## src/rtl/ddr4_app_requester.sv

```systemverilog
// ddr4_app_requester: in-order request/response initiator for the DDR4 app bridge, with read credits and a response FIFO.
module ddr4_app_requester #(
  parameter int DDR4_APP_ADDR_WIDTH = 28,
  parameter int DDR4_APP_CMD_WIDTH  = 3,
  parameter int DDR4_APP_DATA_WIDTH = 64,
  parameter int TAG_WIDTH           = 4,
  parameter int MAX_OUTSTANDING     = 8
) (
  input  logic                             mem_clk_i,
  input  logic                             mem_rst_i,
  input  logic                             req_valid_i,
  output logic                             req_rdy_o,
  input  logic                             req_we_i,
  input  logic [DDR4_APP_ADDR_WIDTH-1:0]   req_addr_i,
  input  logic [DDR4_APP_DATA_WIDTH-1:0]   req_wdata_i,
  input  logic [DDR4_APP_DATA_WIDTH/8-1:0] req_be_i,
  input  logic [TAG_WIDTH-1:0]             req_tag_i,
  output logic                             resp_valid_o,
  input  logic                             resp_rdy_i,
  output logic [DDR4_APP_DATA_WIDTH-1:0]   resp_rdata_o,
  output logic [TAG_WIDTH-1:0]             resp_tag_o,
  output logic                             err_unexp_rd_o,
  output logic [DDR4_APP_ADDR_WIDTH-1:0]   bridge_app_addr_o,
  output logic [DDR4_APP_CMD_WIDTH-1:0]    bridge_app_cmd_o,
  output logic                             bridge_app_en_o,
  output logic [DDR4_APP_DATA_WIDTH-1:0]   bridge_app_wdf_data_o,
  output logic                             bridge_app_wdf_end_o,
  output logic [DDR4_APP_DATA_WIDTH/8-1:0] bridge_app_wdf_mask_o,
  output logic                             bridge_app_wdf_wren_o,
  input  logic                             bridge_app_rdy_i,
  input  logic                             bridge_app_wdf_rdy_i,
  input  logic [DDR4_APP_DATA_WIDTH-1:0]   bridge_app_rd_data_i,
  input  logic                             bridge_app_rd_data_end_i,
  input  logic                             bridge_app_rd_data_valid_i
);
  localparam int PW = $clog2(MAX_OUTSTANDING);
  localparam logic [PW:0] MAX_C = (PW+1)'(MAX_OUTSTANDING);
  localparam logic [PW:0] ONE = (PW+1)'(1);
  localparam logic [DDR4_APP_CMD_WIDTH-1:0] CMD_WR = '0;
  localparam logic [DDR4_APP_CMD_WIDTH-1:0] CMD_RD = DDR4_APP_CMD_WIDTH'(1);
  typedef enum logic {EMPTY, HOLD} state_t;
  state_t state, state_nxt;
  logic [PW:0] credits, in_flight, wr_ptr, tag_wr_ptr, rd_ptr;
  logic [DDR4_APP_DATA_WIDTH-1:0] resp_mem [MAX_OUTSTANDING];
  logic [TAG_WIDTH-1:0] tag_mem [MAX_OUTSTANDING];
  logic is_rd, issue, accept, rd_accept, ret, ret_ok, pop;
  assign is_rd = bridge_app_cmd_o == CMD_RD;
  assign bridge_app_en_o = state == HOLD;
  assign bridge_app_wdf_wren_o = bridge_app_en_o && !is_rd;
  assign bridge_app_wdf_end_o = bridge_app_en_o && !is_rd;
  assign issue = bridge_app_en_o && bridge_app_rdy_i && (is_rd || bridge_app_wdf_rdy_i);
  // Ready never looks at req_valid_i, only at the slot and the credit count.
  assign req_rdy_o = !mem_rst_i && (state == EMPTY || issue) && credits < MAX_C;
  assign accept = req_valid_i && req_rdy_o;
  assign rd_accept = accept && !req_we_i;
  assign ret = bridge_app_rd_data_valid_i && bridge_app_rd_data_end_i;
  assign ret_ok = ret && in_flight != '0;
  assign resp_valid_o = wr_ptr != rd_ptr;
  assign pop = resp_valid_o && resp_rdy_i;
  assign resp_rdata_o = resp_mem[rd_ptr[PW-1:0]];
  assign resp_tag_o = tag_mem[rd_ptr[PW-1:0]];
  always_comb state_nxt = accept ? HOLD : (issue ? EMPTY : state);
  always_ff @(posedge mem_clk_i) begin
    if (mem_rst_i) begin
      state <= EMPTY;
      bridge_app_cmd_o <= CMD_WR;
      bridge_app_addr_o <= '0;
      bridge_app_wdf_data_o <= '0;
      bridge_app_wdf_mask_o <= '1;
      credits <= '0;
      in_flight <= '0;
      wr_ptr <= '0;
      tag_wr_ptr <= '0;
      rd_ptr <= '0;
      err_unexp_rd_o <= 1'b0;
    end else begin
      state <= state_nxt;
      if (accept) begin
        bridge_app_cmd_o <= req_we_i ? CMD_WR : CMD_RD;
        bridge_app_addr_o <= req_addr_i;
        bridge_app_wdf_data_o <= req_wdata_i;
        bridge_app_wdf_mask_o <= ~req_be_i;
      end
      credits <= credits + (rd_accept ? ONE : '0) - (pop ? ONE : '0);
      in_flight <= in_flight + ((issue && is_rd) ? ONE : '0) - (ret_ok ? ONE : '0);
      if (ret && in_flight == '0) err_unexp_rd_o <= 1'b1;
      if (ret_ok) wr_ptr <= wr_ptr + ONE;
      if (rd_accept) tag_wr_ptr <= tag_wr_ptr + ONE;
      if (pop) rd_ptr <= rd_ptr + ONE;
    end
  end
  // Storage needs no reset; the pointers define what is valid.
  always_ff @(posedge mem_clk_i) begin
    if (ret_ok) resp_mem[wr_ptr[PW-1:0]] <= bridge_app_rd_data_i;
    if (rd_accept) tag_mem[tag_wr_ptr[PW-1:0]] <= req_tag_i;
  end
endmodule
```

## config.mk

```make
export PLATFORM = sky130hd
export DESIGN_NAME = ddr4_app_requester
export DESIGN_NICKNAME = d
export VERILOG_FILES = /design/src/rtl/ddr4_app_requester.sv
export SDC_FILE = /design/constraint.sdc
export NUM_CORES = 1
export LEC_CHECK = 0
export ABC_AREA = 0
export BUFFER_PORTS_ARGS = -buffer_cell sky130_fd_sc_hd__buf_2
export CORE_ASPECT_RATIO = 0.9
export CORE_MARGIN = 4
export CORE_UTILIZATION = 25
export DETAILED_ROUTE_END_ITERATION = 12
export GPL_ROUTABILITY_DRIVEN = 1
export PLACE_DENSITY = 0.52
export SLEW_MARGIN = 15
export SYNTH_ARGS = -nofsm -noshare
export SYNTH_HDL_FRONTEND = slang
export SYNTH_SLANG_ARGS = --single-unit
export TNS_END_PERCENT = 30
```

## constraint.sdc

```tcl
create_clock -name mem_clk_i -period 8.07 [get_ports mem_clk_i]
set_clock_uncertainty 0.15 [all_clocks]
set_input_delay 0.4035 -clock mem_clk_i [delete_from_list [all_inputs] [get_ports mem_clk_i]]
set_output_delay 0.4035 -clock mem_clk_i [all_outputs]
set_load 0.005 [all_outputs]
```

== Word-level counts from Yosys, hierarchy flattened ==
Memory sizes are Yosys's and may differ from the RTL's. A register that Yosys moved wholly into a read port is not among the register bits.
Cells that the tools add are included.

* Order comparisons: 1
* Eq/ne operators: 2
* Bitwise logic cells: 2
* $add $sub $neg: 7
* Muxes and demuxes: 15
* Reduce and logical (&&, ||, !) cells: 20

{| class="wikitable"
|+ Operators by type and width
! operator !! count
|-
| 4-bit by 1-bit adder with 4-bit output (second input constant) || 3
|-
| 1-bit logical AND || 12
|-
| 3-bit two-way mux || 4
|-
| 1-bit two-way mux || 11
|-
| 4-bit by 1-bit adder with 4-bit output || 2
|-
| 8-bit inverter || 1
|-
| 4-bit by 1-bit subtractor with 4-bit output || 2
|-
| 4-bit logical NOT || 1
|-
| 4-bit less-than comparator (second input constant) || 1
|-
| 4-bit != test || 1
|-
| 4-bit nonzero test || 1
|-
| 3-bit by 1-bit equality test with 1-bit output (second input constant) || 1
|-
| 1-bit logical NOT || 3
|-
| 1-bit logical OR || 2
|-
| 2-bit nonzero test || 1
|-
| 1-bit inverter || 1
|}

* Memory bits (writable): 544
* Output and inout bits: 177
* Register bits after elaboration: 125
* Memories kept: 2

{| class="wikitable"
|+ Memory list
! name !! words !! bits a word !! read ports !! clocked after memory_dff !! wr ports !! line !! text
|-
| resp_mem || 8 || 64 || 1 || 1 || 1 || 44 || <nowiki>logic [DDR4_APP_DATA_WIDTH-1:0] resp_mem [MAX_OUTSTANDING];</nowiki>
|-
| tag_mem || 8 || 4 || 1 || 1 || 1 || 45 || <nowiki>logic [TAG_WIDTH-1:0] tag_mem [MAX_OUTSTANDING];</nowiki>
|}

== Logic depth before layout (Yosys ltp) ==
Gate-level depths: netlist of the first run.

* Word-level depth: 11
* Mapped depth: 12

== Least setup slack after synthesis of the first run ==
OpenSTA, ideal clock, no wires.

* Path kind: flip-flop to flip-flop
* Start: register in_flight[2]
* End: memory resp_mem[0][0], enable pin
* Path buffers: 0
* Data required time: 7.276 ns
* Arrival time: 6.903 ns
* Setup time: 0.644 ns
* Cell stages (with the launch flop): 6
* Path slack: 0.373 ns
* Path through: dfxtp_1 > inv_1 > ha_1 > or3b_2 > nand2_1 > nor4_1

* Cells in the longest elaborated chain, start to end: 4

{| class="wikitable"
|+ Ends and longest elaborated chain
! item !! line !! text
|-
| from (decl) || 43 || <nowiki>logic [PW:0] credits, in_flight, wr_ptr, tag_wr_ptr, rd_ptr;</nowiki>
|-
| from (signal assigned) || 85 || <nowiki>in_flight <= in_flight + ((issue && is_rd) ? ONE : '0) - (ret_ok ? ONE : '0);</nowiki>
|-
| 4-bit nonzero test || 57 || <nowiki>assign ret_ok = ret && in_flight != '0;</nowiki>
|-
| 1-bit logical AND || 57 ||
|-
| 1-bit two-way mux || 94 || <nowiki>if (ret_ok) resp_mem[wr_ptr[PW-1:0]] <= bridge_app_rd_data_i;</nowiki>
|-
| 1-bit two-way mux (not written as such) || 94 ||
|-
| to (decl) || 44 ||
|}

No other way between the ends.

==> results of run 1 <==
==> per-stage QoR <==
step / total power, mW / area, um^2 / hold WS [ns] / cells
detailed placement: 5.27 / 28400 / 0.296 / 3018
floorplan: 4.83 / 25100 / 0.303 / 1381
CTS: 9.02 / 32800 / 0.0569 / 3332
finish: 8.86 / 32800 / 0.123 / 3333
global route: 9.26 / 32800 / 0.0974 / 3332
global placement: 5.25 / 28400 / 0.290 / 3018
==> registers in the layout, summed over array words and instances (netlist names), named ones only <==
| signal | flops |
|---|---|
| resp_mem | 512 |
| bridge_app_wdf_data_o | 64 |
| tag_mem | 32 |
| bridge_app_addr_o | 28 |
| bridge_app_wdf_mask_o | 8 |
| credits | 4 |
| in_flight | 4 |
| rd_ptr | 4 |
| wr_ptr | 4 |
| tag_wr_ptr | 3 |
| bridge_app_cmd_o | 1 |
| bridge_app_en_o | 1 |
| err_unexp_rd_o | 1 |
==> worst register-to-register path, delay by kind of cell, from the launching register on <==
family | cells | cell delay (ns)
adders and majority gates | 1 | 0.18
and+or+nand+nor | 4 | 1.46
DFF | 1 | 0.32
buffers and inverters | 3 | 0.97
==> metal layers <==
metal	GRT usage [%]	up-vias	wire length, um
met5	0	-	8
met4	3.95	2	1860
met3	3.30	114	3940
met2	20.1	475	31100
met1	14.8	7254	26800
li1	-	6426	-
==> final timing paths <==
path	from	to	slack, ns	cells past startpoint
worst max-delay path	flip-flop	resp_rdata_o[18]	4.05	4
worst min-delay path	req_valid_i	bridge_app_en_o$_SDFFE_PP0P_	0.12	3
worst max register to register	in_flight[2]$_SDFF_PP0_	resp_mem[6][56]$_DFFE_PP_	4.56	8
worst min register to register	bridge_app_addr_o[0]$_SDFFE_PP0P_	bridge_app_addr_o[0]$_SDFFE_PP0P_	0.30	2
==> power groups by stage <==
stage / clock [mW] / sequential, mW / combinational [mW]
finish: 3.64 / 3.96 / 1.26
global route: 3.88 / 3.98 / 1.40
CTS: 3.75 / 3.97 / 1.30
detailed placement: 0 / 4.04 / 1.23
global placement: 0 / 4.03 / 1.22
floorplan: 0 / 3.99 / 0.835
==> cells by family after synthesis <==
kind of cell / Yosys count
flops: 669
simple gates: 259
mux: 205
compound gates: 120
buf+inv: 99
fa+ha+maj: 14
xor+xnor: 13
other cells: 1
==> Yosys cell counts <==
cell type	n
a211o_1	1
a211oi_4	1
a21o_1	2
a21oi_1	110
a31o_2	1
a41o_1	1
and2_1	2
and3_1	2
buf_1	3
buf_2	29
buf_4	7
buf_6	5
clkbuf_1	36
conb_1	1
dfxtp_1	125
edfxtp_1	544
fa_1	2
ha_1	12
inv_1	19
mux2_2	68
mux2i_1	1
mux4_2	136
nand2_1	198
nand2b_1	4
nand3_1	5
nand4_1	2
nor2_1	19
nor2b_1	4
nor3_1	16
nor4_1	2
o21ai_0	3
o21ai_1	1
or3_1	4
or3b_2	1
xnor2_1	7
xor2_1	6
==> layout make-up <==
type	count	area, um^2	area share, %
multi-input cells	613	5890	17.9
well taps	1344	1680	5.13
repair buffers	543	3630	11.1
diodes	1	2.50	0.00763
clock buffers	93	2060	6.28
inverters	19	73.8	0.225
flip-flops and latches	669	18800	57.4
clock inverters	51	631	1.92
==> metrics.csv, run 1 <==
stage,metric,value,unit
status,outcome,"finished, final reports clean",
global_route,grt_max_degree,94,
layout,areaGrowthSynthToFinish,30.5,%
synth,synth.largest_area_cell,edfxtp_1,
floorplan,start_util,25.2,%
cts,numCtsBuffers,78,
critical_path,cp_slowest_cell,dfxtp_4,
timing,timing.fmax,248,MHz
synth,synth.top_cell.area_share,65.0,%
floorplan,core_area,0.0999,mm^2
layout,final_util,32.8,%
layout,final_net_count,2115,
synth,synth.mux.area_fraction,15.3,%
placed_design,numPortBuffers,351,
power,cell_internal_pwr,6.71,mW
critical_path,critPathTopFamily,buffers and inverters,
synth,yosys.area_share.simple,4.19,%
timing,worst_pin_slew,0.965,ns
cts,cts_resized,0,
placed_design,place_congestion,0.834,
power,p_seq_share,44.7,%
critical_path,worstPathCellList,buf_4 > mux4_2 > mux2_2 > buf_2,
floorplan,die_h,309,um
power,power.density,270,mW/mm^2
drt,wl_per_cell,19.1,um
global_route,grt_pass1_wl,95.5,mm
cts,cts_max_level,3,
floorplan,ios,354,
drt,detail-route-antenna-nets,0,
synth,syn_area_per_cell,18.2,um^2
critical_path,crit_required,7.52,ns
synth,yosys-top-cells-area,"edfxtp_1, mux4_2, dfxtp_1",
power,p_leak,11.2,nW
min_path,hold_class,input port to flip-flop,
synth,synth_top_family_by_area,multiplexers,
critical_path,end_kind,output port,
synth,synth_xor_area_share,0.453,%
critical_path,path_max_fanout,46,
layout,layout-drive-gt1-share,36.3,%
critical_path,cp.buffers_inverters,2,
drt,vias,14300,
cts,cts_root_buf,clkbuf_16,
power,sw_frac_of_total,24.2,%
timing,final_max_slew_viol_count,0,
synth,ys_ff_latch,669,
synth,synth_warnings,0,
floorplan,row_count,110,
layout,final_common_cell,edfxtp_1,
layout,n_fill_cell,9638,
floorplan,die_area,0.106,mm^2
global_route,grt_use_total,11.9,%
timing,setup_viol,0,
critical_path,critPathMaxStageDelay,0.86,ns
cts,insertion_delay,0.62,ns
synth,ys_seq_area_share,74.9,%
cts,post_cts_buffers,0,
global_route,grt-ovfl-total,0,
drt,first_pass_iters,4,
global_route,grt_pass1_vias,15500,
synth,syn_area,0.0251,mm^2
power,irDropWorstVdd,0.135,mV
flow_run,maxCapViolations,0,
timing,rsz0062_at_grt,no,
power,p_comb_share,14.2,%
synth,synth-adder-area-share,0.756,%
drt,drt_iter0_drc,832,
critical_path,worst-setup-path-type,flip-flop to output port,
drt,drcViolationCount,0,
global_route,antenna_found_initial,8,
power,power_frac_clock,41.0,%
drt,vias_per_cell,4.28,
synth,synth_compound_area_share,2.52,%
power,p_sw,2.15,mW
cts,cts_max_path_buffers,3,
cts,clock_sinks,669,
timing,fin_ws,4.05,ns
drt,routed_wl,63.7,mm
critical_path,cp_data_arrival_time,3.47,ns
cts,cts-hold-fix-buffers,170,
timing,finalCritPeriodShare,49.9,%
synth,synth_cell_types,36,
synth,netlist_instances,1380,
layout,final_cell_mix,"edfxtp_1, buf_2, nand2_1",
timing,max-slew-margin-rel,35.7,%
timing,hold_viol_final,0,
critical_path,critPathLaunchType,flip-flop,
placed_design,dp_slack,4.41,ns
timing,final.setup.tns,0,ns
placed_design,dp_hpwl,38.3,mm
cts,cts_tree,done,
floorplan,die_x,342,um
timing,min_period,4.02,ns
cts,clk_pin_slew,0.06,ns
No activity file was read; power rests on OpenSTA's default activity.
==> run 2, diff against run 1 <==
- clock period: 8.07 -> 3.36 ns (I/O delays scaled with it)
==> run 2 against run 1 <==
Via count rose by 0.29%; wire length is 0.89% lower; power grew 130%; cell count grew 0.33%; core utilization is 0.081 points higher; clock power rose by 120%; combinational power rose to 2.6 times the previous value; worst setup slack worse by 3.7 ns; design area rose by 0.25%; largest cell class unchanged.
==> metrics.csv, run 2 (synthesis results as in run 1) <==
stage,metric,value,unit,change
power,p_comb_share,15.6,%,+1.4 points
critical_path,end_kind,output port,,
cts,cts_max_path_buffers,3,,unchanged
status,outcome,"finished, final reports clean",,
critical_path,path_max_fanout,24,,-48%
layout,n_fill_cell,9687,,+0.51%
global_route,grt_pass1_wl,95.0,mm,-0.46%
flow_run,maxCapViolations,0,,unchanged
min_path,hold_class,input port to flip-flop,,
power,sw_frac_of_total,24.3,%,+0.090 points
cts,clk_pin_slew,0.06,ns,about the same
cts,clock_sinks,669,,unchanged
cts,cts_max_level,3,,unchanged
placed_design,placed_cells,3023,,+0.17%
timing,finalCritPeriodShare,89.8,%,
placed_design,dp_slack,0.609,ns,-3.80 ns
critical_path,critPathLaunchType,flip-flop,,
floorplan,core_area,0.0999,mm^2,unchanged
layout,fin_cells,3344,,+0.33%
critical_path,critPathMaxStageDelay,0.54,ns,-0.32 ns
timing,timing.fmax,332,MHz,
global_route,grt-ovfl-total,0,,unchanged
critical_path,cp_data_arrival_time,2.70,ns,-0.77 ns
placed_design,placedInstanceArea,0.0287,mm^2,+0.88%
layout,final_util,32.9,%,+0.081 points
cts,cts_resized,0,,unchanged
floorplan,die_h,309,um,unchanged
placed_design,place_congestion,0.785,,-5.9%
floorplan,row_count,110,,unchanged
layout,stdcell_area,0.0329,mm^2,+0.25%
critical_path,worstPathCellList,buf_12 > buf_12 > mux4_2 > mux2_2 > buf_2,,
layout,areaGrowthSynthToFinish,30.8,%,
critical_path,cp.buffers_inverters,3,,+1
layout,largest_reg_flops,512,,unchanged
layout,layout-drive-gt1-share,35.5,%,-0.80 points
timing,holdWs,0.0925,ns,-0.0302 ns
global_route,antenna_found_initial,5,,-3
timing,setup_viol,0,,unchanged
power,power_frac_clock,38.7,%,-2.3 points
placed_design,numPortBuffers,351,,unchanged
drt,vias_per_cell,4.28,,about the same
layout,register_area,0.0188,mm^2,unchanged
timing,final_max_slew_viol_count,0,,unchanged
timing,worst_pin_slew,1.05,ns,+0.0873 ns
timing,min_period,3.02,ns,
drt,detail-route-antenna-nets,0,,unchanged
power,p_sw,5.04,mW,+130%
placed_design,dp_hpwl,36.6,mm,-4.4%
layout,final_cell_mix,"edfxtp_1, buf_2, nand2_1",,
drt,routed_wl,63.1,mm,-0.89%
drt,drt_iter0_drc,824,,-0.96%
timing,rsz0062_at_grt,no,,
floorplan,start_util,25.2,%,unchanged
floorplan,die_area,0.106,mm^2,unchanged
drt,first_pass_iters,5,,+1
critical_path,cpMostUsedCell,buf_12,,
timing,hold_viol_final,0,,unchanged
cts,numCtsBuffers,76,,-2.6%
critical_path,cp_slowest_cell,dfxtp_4,,
critical_path,worst-setup-path-type,flip-flop to output port,,
drt,drcViolationCount,0,,unchanged
drt,wl_per_cell,18.9,um,-1.2%
cts,post_cts_buffers,0,,unchanged
drt,vias,14300,,+0.29%
timing,max-slew-margin-rel,29.9,%,-5.8 points
power,cell_internal_pwr,15.7,mW,+130%
cts,cts_tree,done,,
layout,final_net_count,2129,,+0.66%
layout,final_common_cell,edfxtp_1,,
cts,cts_root_buf,clkbuf_16,,
power,irDropWorstVdd,0.316,mV,+130%
critical_path,crit_required,3.04,ns,-4.48 ns
floorplan,ios,354,,unchanged
floorplan,die_x,342,um,unchanged
timing,fin_ws,0.344,ns,-3.70 ns
critical_path,critPathTopFamily,multiplexers,,
global_route,grt_max_degree,109,,+16%
layout,multi_input_area,0.00593,mm^2,+0.66%
global_route,grt_use_total,11.8,%,-0.12 points
power,p_leak,11.2,nW,about the same
cts,insertion_delay,0.62,ns,about the same
power,p_seq_share,45.7,%,+1.0 points
power,power.density,629,mW/mm^2,+130%
global_route,grt_pass1_vias,15500,,+0.23%
-- run 2: cell count changes in the layout (fill, tap and decap cells not counted), sizes merged --
cell	previous run	this run
dlygate4sd3	170	181
clkbuf	93	97
clkinv	24	25
inv	27	26
clkinvlp	9	5
bufinv	10	5
buf	373	378
-- run 2: final cells by class --
cell class              instances  area share (%)
diodes                          1         0.00761
inverters                      19           0.221
clock buffers                  97            6.14
flip-flops and latches        669            57.3
multi-input cells             613            18.0
clock inverters                42            1.19
well taps                    1344            5.11
repair buffers                559            12.0
-- run 2: metal layers --
layer / global-route usage, % / share of wire (%) / vias up / wire length, um
li1: - / - / 6451 / -
met1: 14.8 / 43 / 7304 / 27000
met2: 19.4 / 48 / 442 / 30000
met3: 3.84 / 7.0 / 107 / 4420
met4: 3.53 / 2.6 / 8 / 1660
met5: 0 / 0.073 / - / 46
-- run 2: timing repair --
action | in CTS | in global routing
setup endpoints to repair | 0 | 0
hold endpoints to repair | 695 | 0
hold buffers | 181 | 0
-- run 2: power by group through the flow --
| stage | Clock, mW | Sequential (mW) | Combinational (mW) |
|---|---|---|---|
| final | 8.01 | 9.46 | 3.23 |
| after global routing | 8.63 | 9.49 | 3.57 |
| after CTS | 8.29 | 9.47 | 3.34 |
| after detailed placement | 0 | 9.63 | 3.15 |
| after global placement | 0 | 9.62 | 3.11 |
| after floorplan | 0 | 9.57 | 2.03 |
-- run 2: worst paths after layout --
check,from,endpoint,slack [ns],depth (start not counted)
worst max-delay path,flip-flop,resp_rdata_o[24],0.34,5
worst min-delay path,bridge_app_rd_data_valid_i,wr_ptr[2]$_SDFFE_PP0P_,0.09,5
worst max register to register,bridge_app_cmd_o[0]$_SDFFE_PP0P_,credits[2]$_SDFF_PP0_,0.62,12
worst min register to register,bridge_app_wdf_data_o[2]$_SDFFE_PP0P_,bridge_app_wdf_data_o[2]$_SDFFE_PP0P_,0.30,2
-- run 2: stage by stage --
stage / power (mW) / TNS (ns)
after floorplan: 11.6 / -121.86
after global placement: 12.7 / 0
after detailed placement: 12.8 / 0
after CTS: 21.1 / 0
after global routing: 21.7 / 0
final: 20.7 / 0
-- run 2: worst min-delay path, delay by kind of cell --
family,cells,cell delay (ns)
xor gates and xnor gates,1,0.06
and+or+nand+nor,3,0.49
buffers and inverters,1,0.09
==> run 3, diff against run 2 <==
- PLACE_DENSITY: 0.52 -> 0.5
- RECOVER_POWER: default -> 100
- SETUP_SLACK_MARGIN: default -> 0.05
- clock period: 3.36 -> 2.8 ns (I/O delays scaled with it)
==> run 3 against run 2 <==
The run now ends with capacitance limit, slew limit left; clock-buffer cell count shrank 1; die area is the same; via count grew 1.9%; first-iteration DRC count shrank 21%; core utilization grew 0.27 points; global-route usage grew 0.75 points; cell count grew 1.0%; sequential share of layout area shrank 0.47 points; critical path type unchanged.
==> metrics.csv, run 3 (synthesis results as in run 1) <==
stage,metric,value,unit,change
placed_design,placed_cells,3047,,+0.79%
power,irDropWorstVdd,0.408,mV,+29%
status,violations,"capacitance limit, slew limit",,
critical_path,cp_data_arrival_time,2.40,ns,-0.30 ns
critical_path,critPathLaunchType,flip-flop,,
drt,vias_per_cell,4.32,,+0.85%
timing,worst_pin_slew,1.89,ns,+0.837 ns
flow_run,maxCapViolations,1,,+1
floorplan,die_area,0.106,mm^2,unchanged
timing,finalCritPeriodShare,95.9,%,
drt,detail-route-antenna-nets,0,,unchanged
critical_path,worst-setup-path-type,flip-flop to output port,,
timing,min_period,2.69,ns,
layout,n_fill_cell,9778,,+0.94%
global_route,grt_max_degree,109,,unchanged
drt,routed_wl,67.0,mm,+6.2%
cts,cts_tree,done,,
min_path,hold_class,input port to flip-flop,,
drt,vias,14600,,+1.9%
critical_path,r2r_end,resp_mem[7][47]$_DFFE_PP_,,
timing,final_max_slew_viol_count,102,,+102
cts,numCtsBuffers,75,,-1.3%
critical_path,end_kind,output port,,
floorplan,die_x,342,um,unchanged
layout,final_net_count,2166,,+1.7%
power,power.density,764,mW/mm^2,+21%
timing,final.setup.tns,0,ns,unchanged
min_path,min_to,tag_wr_ptr[0]$_SDFFE_PP0P_,,
power,p_leak,10.9,nW,-2.7%
placed_design,dp_hpwl,40.1,mm,+9.6%
layout,final_util,33.2,%,+0.27 points
critical_path,critPathTopFamily,multiplexers,,
layout,areaGrowthSynthToFinish,31.9,%,
floorplan,ios,354,,unchanged
global_route,antenna_found_initial,7,,+2
critical_path,critPathMaxStageDelay,0.49,ns,-0.05 ns
critical_path,reg2reg_slack,0.22,ns,-0.40 ns
cts,clk_pin_slew,0.06,ns,about the same
timing,rsz0062_at_grt,yes,,
layout,fin_cells,3379,,+1.0%
layout,final_common_cell,edfxtp_1,,
timing,max-slew-margin-rel,-26.0,%,-56 points
floorplan,start_util,25.2,%,unchanged
status,outcome,"complete, but fails checks",,
floorplan,die_h,309,um,unchanged
min_path,min_from,bridge_app_rdy_i,,
timing,timing.fmax,372,MHz,
layout,final_cell_mix,"edfxtp_1, clkbuf_1, nand2_1",,
critical_path,cp_slowest_cell,mux4_2,,
layout,largest_reg_flops,512,,unchanged
critical_path,crit_required,2.51,ns,-0.53 ns
layout,layout-drive-gt1-share,27.2,%,-8.2 points
floorplan,row_count,110,,unchanged
critical_path,rr_worst_depth,6,,-6
cts,clock_sinks,669,,unchanged
cts,cts_max_path_buffers,3,,unchanged
drt,wl_per_cell,19.8,um,+5.1%
cts,insertion_delay,0.61,ns,about the same
cts,cts_max_level,3,,unchanged
critical_path,cpMostUsedCell,buf_12,,
global_route,grt_use_total,12.5,%,+0.75 points
drt,drt_iter0_drc,652,,-21%
drt,first_pass_iters,5,,unchanged
global_route,grt_pass1_wl,99.8,mm,+5.0%
cts,cts_root_buf,clkbuf_16,,
critical_path,rr_startpoint,in_flight[3]$_SDFF_PP0_,,
min_path,hold_path_depth,5,,unchanged
timing,setup_viol,0,,unchanged
drt,drcViolationCount,0,,unchanged
placed_design,place_congestion,0.800,,+1.9%
timing,hold_viol_final,0,,unchanged
placed_design,numPortBuffers,351,,unchanged
critical_path,path_max_fanout,7,,-71%
global_route,grt-ovfl-total,0,,unchanged
floorplan,core_area,0.0999,mm^2,unchanged
critical_path,worstPathCellList,buf_12 > buf_12 > buf_16 > buf_6 > mux4_2 > mux2_2 > buf_2,,
critical_path,cp.buffers_inverters,5,,+2
global_route,grt_pass1_vias,16100,,+3.3%
## run 3: changes by cell type in the layout (fill, tap and decap cells not counted), moves of 5 or more
cell,before,now
buf_4,14,9
buf_6,0,24
buf_8,0,6
clkbuf_1,17,202
clkbuf_2,0,17
buf_2,350,155
mux2_2,68,47
buf_16,0,5
mux2_4,0,21
## run 3: cell type report
type | count | area (um^2) | area share [%]
flip-flops and latches | 669 | 18800 | 56.8
repair buffers | 597 | 4220 | 12.7
multi-input cells | 613 | 5950 | 17.9
diodes | 5 | 12.5 | 0.0377
inverters | 19 | 71.3 | 0.215
well taps | 1344 | 1680 | 5.07
clock inverters | 36 | 355 | 1.07
clock buffers | 96 | 2030 | 6.12
## run 3: worst register-to-register path: stages (launching register included)
cell      delay, ns
dfxtp_1        0.31
inv_1          0.04
ha_1           0.18
or3b_4         0.28
nand4_1        0.17
inv_2          0.60
clkbuf_4       0.50
## run 3: power breakdown
group | switching [mW] | leakage [nW] | internal [mW]
clock network | 3.93 | 1.17 | 5.61
logic | 2.08 | 3.76 | 2.42
registers | 0.172 | 5.92 | 11.1
total | 6.18 | 10.9 | 19.2
## run 3: routing by layer
metal / share of wire (%) / global-route usage (%) / vias to the layer above
li1: - / - / 6536
met1: 43 / 15.7 / 7497
met2: 48 / 21.0 / 427
met3: 5.5 / 3.20 / 123
met4: 3.1 / 4.50 / 2
met5: 0.019 / 0 / -
## run 3: repair_timing
item	CTS	global route
gates resized for setup	61	6
setup endpoints to repair	61	52
hold buffers	178	0
setup buffers	9	0
gates cloned	5	3
hold endpoints to repair	690	0
## run 3: worst max-delay path by stage
stage	depth (start not counted)	to	slack (ns)
6_report	7	resp_rdata_o[22]	0.11
3_5_place_dp	12	credits[2]$_SDFF_PP0_	0.17
2_1_floorplan	5	resp_mem[0][0]$_DFFE_PP_	-0.78
5_1_grt	6	resp_rdata_o[42]	0.002
3_3_place_gp	12	in_flight[2]$_SDFF_PP0_	0.19
4_1_cts	6	resp_rdata_o[21]	0.01
## run 3: through the flow
step	total power, mW	setup WS (ns)	hold WS [ns]	area, um^2
after floorplan	13.9	-0.777	0.0819	25200
after global placement	15.4	0.193	0.165	28900
after detailed placement	15.5	0.169	0.172	28900
after CTS	26.0	0.0137	0.0263	33600
after global routing	26.6	0.00195	0.0292	33200
final	25.4	0.114	0.0157	33200
